`src/rtl/tl_ul_arb2.sv`:
```
`default_nettype none
// ============================================================================
// tl_ul_arb2 : two-master TileLink-UL arbiter, round-robin A with stall lock,
//              source-tagged D routing, per-master outstanding throttling.
// Revision   : 1.0
// ============================================================================
module tl_ul_arb2 #(
   parameter int SRC_W   = 2,
   parameter int SIZE_W  = 2,
   parameter int MAX_OUT = 4,
   parameter int AP_W    = 74 + SIZE_W,
   parameter int DP_W    = 39 + SIZE_W
) (
   input  logic               clock,
   input  logic               reset_n,
   input  logic               m0_a_valid,
   output logic               m0_a_ready,
   input  logic [SRC_W-1:0]   m0_a_source,
   input  logic [AP_W-1:0]    m0_a_payload,
   input  logic               m1_a_valid,
   output logic               m1_a_ready,
   input  logic [SRC_W-1:0]   m1_a_source,
   input  logic [AP_W-1:0]    m1_a_payload,
   output logic               s_a_valid,
   input  logic               s_a_ready,
   output logic [SRC_W:0]     s_a_source,
   output logic [AP_W-1:0]    s_a_payload,
   input  logic               s_d_valid,
   output logic               s_d_ready,
   input  logic [SRC_W:0]     s_d_source,
   input  logic [DP_W-1:0]    s_d_payload,
   output logic               m0_d_valid,
   input  logic               m0_d_ready,
   output logic [SRC_W-1:0]   m0_d_source,
   output logic [DP_W-1:0]    m0_d_payload,
   output logic               m1_d_valid,
   input  logic               m1_d_ready,
   output logic [SRC_W-1:0]   m1_d_source,
   output logic [DP_W-1:0]    m1_d_payload,
   output logic               busy,
   output logic               err
);

   localparam int              CNT_W   = $clog2(MAX_OUT + 1);
   localparam logic [CNT_W-1:0] CNT_MAX = CNT_W'(MAX_OUT);

   logic             rr_q, rr_d;
   logic             lock_q, lock_d;
   logic             lock_id_q, lock_id_d;
   logic             err_q, err_d;
   logic [CNT_W-1:0] cnt0_q, cnt0_d;
   logic [CNT_W-1:0] cnt1_q, cnt1_d;

   logic elig0, elig1, grant, elig_grant, a_fire;
   logic d_tgt, d_fire, inc0, inc1, dec0, dec1;

   always_comb begin
      elig0 = m0_a_valid && (cnt0_q < CNT_MAX);
      elig1 = m1_a_valid && (cnt1_q < CNT_MAX);

      // A stalled beat keeps its grant; otherwise rr names the preferred master
      if (lock_q)
         grant = lock_id_q;
      else if (!rr_q)
         grant = !elig0 && elig1;
      else
         grant = elig1 || !elig0;
      elig_grant = grant ? elig1 : elig0;

      s_a_valid   = reset_n && elig_grant;
      a_fire      = s_a_valid && s_a_ready;
      m0_a_ready  = reset_n && s_a_ready && !grant && elig0;
      m1_a_ready  = reset_n && s_a_ready && grant && elig1;
      s_a_source  = grant ? {1'b1, m1_a_source} : {1'b0, m0_a_source};
      s_a_payload = grant ? m1_a_payload : m0_a_payload;

      d_tgt        = s_d_source[SRC_W];
      m0_d_valid   = reset_n && s_d_valid && !d_tgt;
      m1_d_valid   = reset_n && s_d_valid && d_tgt;
      s_d_ready    = reset_n && (d_tgt ? m1_d_ready : m0_d_ready);
      d_fire       = s_d_valid && s_d_ready;
      m0_d_source  = s_d_source[SRC_W-1:0];
      m1_d_source  = s_d_source[SRC_W-1:0];
      m0_d_payload = s_d_payload;
      m1_d_payload = s_d_payload;

      inc0 = a_fire && !grant;
      inc1 = a_fire && grant;
      dec0 = d_fire && !d_tgt;
      dec1 = d_fire && d_tgt;

      rr_d      = a_fire ? ~grant : rr_q;
      lock_id_d = lock_id_q;
      if (a_fire) begin
         lock_d = 1'b0;
      end else if (s_a_valid) begin
         lock_d    = 1'b1;
         lock_id_d = grant;
      end else begin
         // also releases the lock if the locked master withdrew its request
         lock_d = 1'b0;
      end

      err_d = err_q || (dec0 && (cnt0_q == '0)) || (dec1 && (cnt1_q == '0));

      cnt0_d = cnt0_q;
      if (inc0 && !dec0)
         cnt0_d = cnt0_q + 1'b1;
      else if (dec0 && !inc0 && (cnt0_q != '0))
         cnt0_d = cnt0_q - 1'b1;

      cnt1_d = cnt1_q;
      if (inc1 && !dec1)
         cnt1_d = cnt1_q + 1'b1;
      else if (dec1 && !inc1 && (cnt1_q != '0))
         cnt1_d = cnt1_q - 1'b1;
   end

   always_ff @(posedge clock) begin
      if (!reset_n) begin
         rr_q      <= 1'b0;
         lock_q    <= 1'b0;
         lock_id_q <= 1'b0;
         err_q     <= 1'b0;
         cnt0_q    <= '0;
         cnt1_q    <= '0;
      end else begin
         rr_q      <= rr_d;
         lock_q    <= lock_d;
         lock_id_q <= lock_id_d;
         err_q     <= err_d;
         cnt0_q    <= cnt0_d;
         cnt1_q    <= cnt1_d;
      end
   end

   assign busy = (cnt0_q != '0) || (cnt1_q != '0);
   assign err  = err_q;

endmodule
`default_nettype wire

```
`config.mk`:
```
export PLATFORM = sky130hd
export DESIGN_NAME = tl_ul_arb2
export DESIGN_NICKNAME = d
export VERILOG_FILES = /design/src/rtl/tl_ul_arb2.sv
export SDC_FILE = /design/constraint.sdc
export NUM_CORES = 1
export LEC_CHECK = 0
export CORE_AREA = 2 2 148 150
export CTS_CLUSTER_SIZE = 10
export DETAILED_ROUTE_END_ITERATION = 7
export DIE_AREA = 0 0 150 152
export PLACE_DENSITY = 0.45
export SYNTH_ARGS = -nofsm -noshare
export SYNTH_HDL_FRONTEND = slang
export SYNTH_SLANG_ARGS = --single-unit
```
`constraint.sdc`:
```
create_clock -name clock -period 4.9 [get_ports clock]
set_clock_uncertainty 0.2 [all_clocks]
set_input_delay 0.735 -clock clock [delete_from_list [all_inputs] [get_ports clock]]
set_output_delay 0.735 -clock clock [all_outputs]
set_load 0.01 [all_outputs]
```
==> flow_summary.toml, run 1 <==
[power_and_ir_drop]
combinationalPowerShare_pct = 72.2
p_leak_nw = 1.84
swShare_pct = 30.3
powerDensity_nw_per_um2 = 197
vdd_drop_max_uv = 119
clock_power_share_pct = 16.8
sequentialPowerShare_pct = 11.0
p_int_mw = 0.656
power_switching_mw = 0.285

[critical_path]
r2r_slack_ns = 2.39
path_class = "in2out"
startpoint_type = "input port"
cp_top_family = "buffers and inverters"
cp.arrival_ns = 3.19
critPathBufInv = 3
worst_path_largest_cell_delay_ns = 0.53
path_cells = "clkdlybuf4s50_1 > nand2b_4 > a21boi_4 > o31ai_4 > buf_12 > mux2_2 > clkdlybuf4s50_1"
worstPathMaxFanout = 56
slowest_stage = "clkdlybuf4s50_1"
r2r-end = "cnt0_q[2]$_SDFFE_PN0P_"
crit_top_cell = "clkdlybuf4s50_1"
rr_startpoint = "lock_q$_SDFF_PP0_"
crit_path_end_kind = "primary output"
worst-r2r-cell-count = 8
worstPathRequired_ns = 3.96

[yosys]
synthCells = 246
synth_fp_nets = 456
yosysSeqAreaShare_pct = 7.97
synth_top_cells_by_count = "87 x buf_4, 58 x mux2_4, 20 x mux2_2"
yosysTopAreaCell = "mux2_4"
yosysWarnings = 0
synthTopCellsByArea = "mux2_4 35%, buf_4 26%, mux2_2 9.0%, dfxtp_1 8.0%, buf_6 3.6%"
syn_area_sq_um = 2510
synthDistinctLibCells = 34
synth-edff-count = 0
synthArstFlopShare_pct = 0
syn_area_per_cell_sq_um = 10.2
ys.flop_type = "dfxtp_1"
yosysMostFrequentCell = "buf_4"
ys_seq_elements = 10
yosysTopAreaCellShare_pct = 34.7

[floorplan]
ioPinCount = 381
start_util_pct = 11.8
die_area_sq_um = 22800
row_count = 54
fp.dieH_um = 152
die_w_um = 150
core_sq_um = 21400

[route]
routed_wl_um = 11700
routedWlPerCell_um = 16.9
drt_first_iter_violations = 29
ant_nets = 0
drc_errors = 0
dr.pass1.iters = 4
vias = 2305
viasPerCell = 3.35

[sta]
rsz0062_at_grt = "false"
period_share_pct = 84.2
hold_viol = 0
max_freq_ghz = 0.242
timing.hold.ws_ns = 0.299
setup-tns-final_ns = 0
tightest_slew_ns = 0.435
slew_headroom_pct = 71.0
fin_crit_ns = 4.13
slew_violations = 0
setup_viol = 0

[worst_hold_path]
min_to = "cnt1_q[1]$_SDFFE_PN0P_"
hp-class = "reg2reg"
min_from = "cnt1_q[1]$_SDFFE_PN0P_"
worstHoldPathCells = 2

[placement]
dp_hpwl_um = 10600
io_buffer_count = 251
routabilityCongestion = 0.907

[cts]
clk-insertion-delay-late_ns = 0.23
postCtsSetupBuffers = 0
cts_buffer_depth = 2
ctsHoldBuffers = 0
cts_repair_resize_count = 0
clock-sinks = 10
numCtsBuffers = 3
path_clk_slew_ns = 0.04
cts_tree = "yes"
cts_max_level = 1
clock-root-buffer = "clkbuf_16"

[final_layout]
antenna_cells = 0
fill_cells = 2324
fin_nets = 620
drive_above_1_share_pct = 23.0
syn_to_final_growth_pct = 89.9

[global_routing]
track_usage_pct = 9.22
gr-total-overflow = 0
grt_antenna_before_repair = 0
grt_max_degree = 57
grt_pass1_wl_um = 16100
grt_pass1_vias = 2485

[flow_run]
max-cap-violations = 0

[status]
status = "finished clean"
==> power groups by stage <==
stage	Combinational (mW)	Sequential [mW]	Clock, mW
final	0.679	0.104	0.158
after floorplan	0.396	0.103	0
after CTS	0.692	0.104	0.163
after global placement	0.685	0.105	0
after detailed placement	0.690	0.106	0
after global routing	0.720	0.106	0.166
==> how the worst max path moves through the flow <==
stage	start	endpoint	slack [ns]	cells past startpoint
after floorplan	m0_a_valid	s_a_payload[10]	1.88	5
after global placement	m1_a_valid	s_a_payload[18]	0.77	7
after detailed placement	m1_a_valid	s_a_payload[19]	0.75	7
after CTS	m1_a_valid	s_a_payload[19]	0.74	7
after global routing	m0_a_valid	s_a_valid	0.69	8
final	m1_a_valid	s_a_payload[19]	0.77	7
==> per-layer routing <==
layer	global-route usage [%]	share of wire (%)	vias to the layer above	wire (um)
li1	-	-	1085	-
met4	0.854	0.55	0	64
met1	11.6	42	1024	4940
met2	14.8	43	190	5040
met5	0	0	-	0
met3	4.44	14	6	1610
==> registers in the layout, indices dropped and copies added, names as in the netlist <==
name and flops:
lock_q 1, err 1, cnt0_q 3, rr_q 1, cnt1_q 3, lock_id_q 1
==> layout make-up <==
class	instances	area (sq um)	area share [%]
Timing Repair Buffer	255	2570	53.8
Multi-Input combinational cell	138	1560	32.6
Tap cell	280	350	7.34
Sequential cell	10	200	4.20
Clock buffer	4	88.8	1.86
Inverter	2	7.51	0.157
==> cells by family (layout without fill, tap and decap cells) <==
logic type / count (synthesis) / count (layout) / share of synthesized area [%]
muxes: 86 / 86 / 46.8
DFF: 10 / 10 / 7.97
and+or+nand+nor: 38 / 38 / 9.46
adders and majority gates: 2 / 2 / 1.59
buffers and inverters: 98 / 261 / 30.0
AOI/OAI and AO/OA: 12 / 12 / 4.13
==> worst register-to-register path, cell delays in order (launching register included) <==
cell and delay (ns):
dfxtp_1 0.43, and4bb_2 0.29, nor4b_4 0.38, nor2b_1 0.23
inv_1 0.07, fa_1 0.39, nor3_1 0.22, a21oi_1 0.08
mux2i_1 0.12
==> layout by cell type, fill, tap and decap left out, drive strengths merged, types with 3 or more instances in the layout <==
| cell | count |
|---|---|
| o21ai | 4 |
| nor2 | 5 |
| mux2 | 78 |
| clkbuf | 4 |
| clkdlybuf4s50 | 251 |
| nor3 | 4 |
| a21boi | 3 |
| nand2 | 13 |
| dfxtp | 10 |
| mux2i | 8 |
| buf | 4 |
| nor2b | 3 |
==> stage by stage <==
step                      total power, mW  cell area, sq um  util [%]  worst slack, ns  std cells
after floorplan                     0.499              2510         -             1.88        246
after global placement              0.790              4680      21.9            0.773        685
after detailed placement            0.795              4680      21.9            0.746        685
after CTS                           0.959              4770      22.4            0.744        689
after global routing                0.992              4770      22.4            0.695        689
final                               0.941              4770      22.4            0.772        689
Note: power is estimated with default switching activity, not from simulation.
==> run 2, diff against run 1 <==
CORE_AREA = 2 2 146 148   (was 2 2 148 150)
DIE_AREA = 0 0 148 150   (was 0 0 150 152)
PLACE_DENSITY = 0.48   (was 0.45)
clock period = 3.35 ns   (was 4.9 ns; I/O delays follow)
==> flow_summary.toml, run 2 (synthesis gave the netlist of run 1 again) <==
[critical_path]
worstPathMaxFanout = 8
path_depth = 9
worst_path_largest_cell_delay_ns = 0.33
startpoint_type = "input port"
cp_top_family = "buffers and inverters"
cp.arrival_ns = 2.51
slowest_stage = "mux2_2"
worstPathRequired_ns = 2.65
path_cells = "clkdlybuf4s15_1 > or2b_4 > a21boi_4 > o31ai_4 > buf_4 > buf_12 > bufbuf_16 > mux2_2 > dlygate4sd2_1"
path_class = "in2out"
critPathBufInv = 5
worst-r2r-cell-count = 9
crit_path_end_kind = "primary output"

[floorplan]
row_count = 53
core_sq_um = 20700
fp.dieH_um = 150
start_util_pct = 12.1
die_area_sq_um = 22200
die_w_um = 148
ioPinCount = 381

[final_layout]
syn_to_final_growth_pct = 98.5
utilization_pct = 24.1
drive_above_1_share_pct = 28.5
fill_cells = 2279
top_regs = "cnt0_q (3), cnt1_q (3)"
final_common_cell = "clkdlybuf4s50_1"
fin_nets = 650
layoutNonFillerInstCount = 714
antenna_cells = 0
final_cell_mix = "171 x clkdlybuf4s50_1, 79 x dlygate4sd2_1, 58 x mux2_4"

[sta]
slew_headroom_pct = 73.2
timing.hold.ws_ns = 0.301
slew_violations = 0
fin_crit_ns = 3.21
setup_viol = 0
hold_viol = 0
max_freq_ghz = 0.312
rsz0062_at_grt = "false"
fin_ws_ns = 0.140
period_share_pct = 95.8
tightest_slew_ns = 0.399
setup-tns-final_ns = 0

[cts]
cts_max_level = 1
ctsHoldBuffers = 0
numCtsBuffers = 3
cts_tree = "yes"
clock-sinks = 10
clk-insertion-delay-late_ns = 0.23
cts_buffer_depth = 2
clock-root-buffer = "clkbuf_16"
path_clk_slew_ns = 0.04

[power_and_ir_drop]
powerDensity_nw_per_um2 = 281
p_leak_nw = 2.14
vdd_drop_max_uv = 235

[global_routing]
grt_pass1_wl_um = 16500
grt_max_degree = 16
grt_pass1_vias = 2729
track_usage_pct = 9.53
gr-total-overflow = 0
grt_antenna_before_repair = 0

[placement]
place_ws_ns = -0.213
dp_hpwl_um = 10100
io_buffer_count = 251
placedCellCount = 692
routabilityCongestion = 0.936

[route]
viasPerCell = 3.45
routedWlPerCell_um = 16.1
vias = 2462
dr.pass1.iters = 4
ant_nets = 0
routed_wl_um = 11500
drc_errors = 0
drt_first_iter_violations = 26

[status]
status = "finished clean"

[worst_hold_path]
hp-class = "reg2reg"
worstHoldPathCells = 2

[flow_run]
max-cap-violations = 0
-- run 2: layout make-up --
| cell class | instances | area, sq um | share of cell area (%) |
|---|---|---|---|
| tap | 275 | 344 | 6.90 |
| timing repair buffer | 285 | 2780 | 55.8 |
| multi-input combinational | 138 | 1560 | 31.3 |
| sequential | 10 | 200 | 4.02 |
| inverter | 2 | 7.51 | 0.151 |
| clock buffer | 4 | 88.8 | 1.78 |
-- run 2: where the power goes --
part | leakage [nW] | internal (mW) | switching, mW
logic | 2.01 | 0.665 | 0.353
registers | 0.0820 | 0.134 | 0.0185
clock network | 0.0442 | 0.179 | 0.0530
-- run 2: worst paths after layout --
kind                                 end  slack [ns]              startpoint
setup / recovery         s_a_payload[14]        0.14              m0_a_valid
hold / removal    cnt1_q[1]$_SDFFE_PN0P_        0.30  cnt1_q[1]$_SDFFE_PN0P_
setup reg to reg  cnt0_q[2]$_SDFFE_PN0P_        0.79  cnt0_q[2]$_SDFFE_PN0P_
hold reg to reg   cnt1_q[1]$_SDFFE_PN0P_        0.30  cnt1_q[1]$_SDFFE_PN0P_
-- run 2: routing by layer --
layer	share of wire, %	wire [um]	GRT usage [%]	up-vias
met5	0	0	0	-
met4	0.66	76	0.714	0
met3	12	1350	4.33	7
met2	52	5920	18.4	184
met1	36	4130	9.79	1118
li1	-	-	-	1153
-- run 2: tightest hold or removal path, cell delays in order, from the launching register on --
cell	delay, ns
dfxtp_1	0.33
nand2_1	0.07
o31ai_1	0.05
-- run 2: timing repair --
item | in CTS | in global routing
setup buffers | 10 | 7
pin swaps | 1 | 1
resized for setup | 83 | 2
setup endpoints to repair | 77 | 12
cloned | 2 | 0
-- run 2: per-stage QoR --
stage               area, sq um  power [mW]
floorplan                  2510       0.730
global placement           4790        1.18
detailed placement         4790        1.19
CTS                        4940        1.41
global route               4990        1.48
finish                     4990        1.40
==> run 3, diff against run 2 <==
CTS_CLUSTER_DIAMETER = 60   (was unset)
GPL_ROUTABILITY_DRIVEN = 0   (was unset)
GPL_TIMING_DRIVEN = 0   (was unset)
==> flow_summary.toml, run 3 (synthesis gave the netlist of run 1 again) <==
[route]
viasPerCell = 3.41
drt_first_iter_violations = 33
vias = 2949
drc_errors = 0
dr.pass1.iters = 4
routedWlPerCell_um = 15.7
ant_nets = 0
routed_wl_um = 13600

[placement]
dp_hpwl_um = 12400
io_buffer_count = 337
placed_area_sq_um = 6230
placedCellCount = 858

[final_layout]
utilization_pct = 30.5
final_common_cell = "clkdlybuf4s50_1"
antenna_cells = 0
top_regs = "cnt0_q (3), cnt1_q (3)"
syn_to_final_growth_pct = 151
final_cell_area_sq_um = 6320
layoutNonFillerInstCount = 864
final_cell_mix = "283 x clkdlybuf4s50_1, 88 x buf_4, 58 x mux2_4"
fin_nets = 800
drive_above_1_share_pct = 32.6

[power_and_ir_drop]
combinationalPowerShare_pct = 75.2
swShare_pct = 30.7
sequentialPowerShare_pct = 9.7
vdd_drop_max_uv = 153
p_leak_nw = 2.75
power_mw = 1.57
p_int_mw = 1.09
powerDensity_nw_per_um2 = 248
clock_power_share_pct = 15.1
power_switching_mw = 0.481

[sta]
setup-tns-final_ns = -1.59
slew_headroom_pct = 62.3
rsz0062_at_grt = "true"
slew_violations = 0
fin_ws_ns = -0.0899
tightest_slew_ns = 0.561
max_freq_ghz = 0.291
hold_viol = 0
fin_crit_ns = 3.44
period_share_pct = 103
setup_viol = 25

[global_routing]
track_usage_pct = 10.8
grt_max_degree = 11
grt_antenna_before_repair = 0
gr-total-overflow = 0
grt_pass1_wl_um = 18500
grt_pass1_vias = 3087

[critical_path]
startpoint_type = "input port"
cp.arrival_ns = 2.74
crit_path_end_kind = "primary output"
worst_path_largest_cell_delay_ns = 0.50
critPathBufInv = 4
path_depth = 8
path_cells = "clkdlybuf4s50_1 > or2b_4 > nor2_1 > o31ai_4 > buf_12 > buf_6 > mux2_4 > clkdlybuf4s50_1"
worstPathRequired_ns = 2.65
slowest_stage = "clkdlybuf4s50_1"
worstPathMaxFanout = 10
crit_top_cell = "clkdlybuf4s50_1"
cp_top_family = "buffers and inverters"
path_class = "in2out"
worst-r2r-cell-count = 8

[status]
violations = "setup timing"
status = "complete, but fails checks"

[cts]
clk-insertion-delay-late_ns = 0.23
cts_tree = "yes"
clock-root-buffer = "clkbuf_16"
clock-sinks = 10
cts_max_level = 1
path_clk_slew_ns = 0.04
ctsHoldBuffers = 0
cts_buffer_depth = 2
numCtsBuffers = 3

[floorplan]
core_sq_um = 20700
fp.dieH_um = 150
start_util_pct = 12.1
die_area_sq_um = 22200
ioPinCount = 381
row_count = 53
die_w_um = 148

[worst_hold_path]
hp-class = "reg2reg"
worstHoldPathCells = 1

[flow_run]
max-cap-violations = 0
[run 3: cell types whose count changed in the layout (fill, tap and decap cells not counted), sizes merged]
cell,previous run,this run
clkdlybuf4s50,171,283
buf,32,97
dlygate4sd2,79,38
dlymetal6s2s,0,6
clkbuf,4,9
clkdlybuf4s15,1,6
bufbuf,2,0
[run 3: worst paths after layout]
kind                                              from                      to  slack [ns]
worst max-delay path                        m0_a_valid          s_a_payload[2]       -0.09
worst min-delay path            cnt1_q[2]$_SDFFE_PN0P_  cnt1_q[2]$_SDFFE_PN0P_        0.30
worst max register to register  cnt0_q[2]$_SDFFE_PN0P_  cnt0_q[2]$_SDFFE_PN0P_        0.88
worst min register to register  cnt1_q[2]$_SDFFE_PN0P_  cnt1_q[2]$_SDFFE_PN0P_        0.30
[run 3: through the flow]
stage	setup slack (ns)	hold WS, ns
final	-0.0899	0.296
after global routing	-0.157	0.322
after CTS	-0.0907	0.307
after detailed placement	-0.584	0.296
after global placement	-0.587	0.282
after floorplan	0.793	0.257
[run 3: area by class of cell]
type	count	area, sq um
buffer	96	766
clock buffer	4	88.8
fill	2163	14400
inverter	2	7.51
multi-input combinational	138	1560
sequential	10	200
tap	275	344
timing repair buffer	339	3350
[run 3: per-layer routing]
metal | global-route usage, % | vias to the layer above | wire, um
li1 | - | 1444 | -
met1 | 11.0 | 1348 | 4650
met2 | 22.1 | 147 | 7640
met3 | 3.17 | 10 | 1200
met4 | 1.24 | 0 | 94
met5 | 0 | - | 0
[run 3: power by group through the flow]
stage          clock [mW]  combinational, mW  sequential, mW
6_report            0.236               1.18           0.152
5_1_grt             0.247               1.24           0.156
4_1_cts             0.239               1.19           0.153
3_5_place_dp            0               1.23           0.155
3_3_place_gp            0               1.22           0.153
2_1_floorplan           0              0.580           0.151
[run 3: what timing repair did]
action | in CTS | in global routing
buffers inserted | 1 | 1
resized for setup | 52 | 22
endpoints found under the setup margin | 80 | 32
pin swaps | 1 | 0
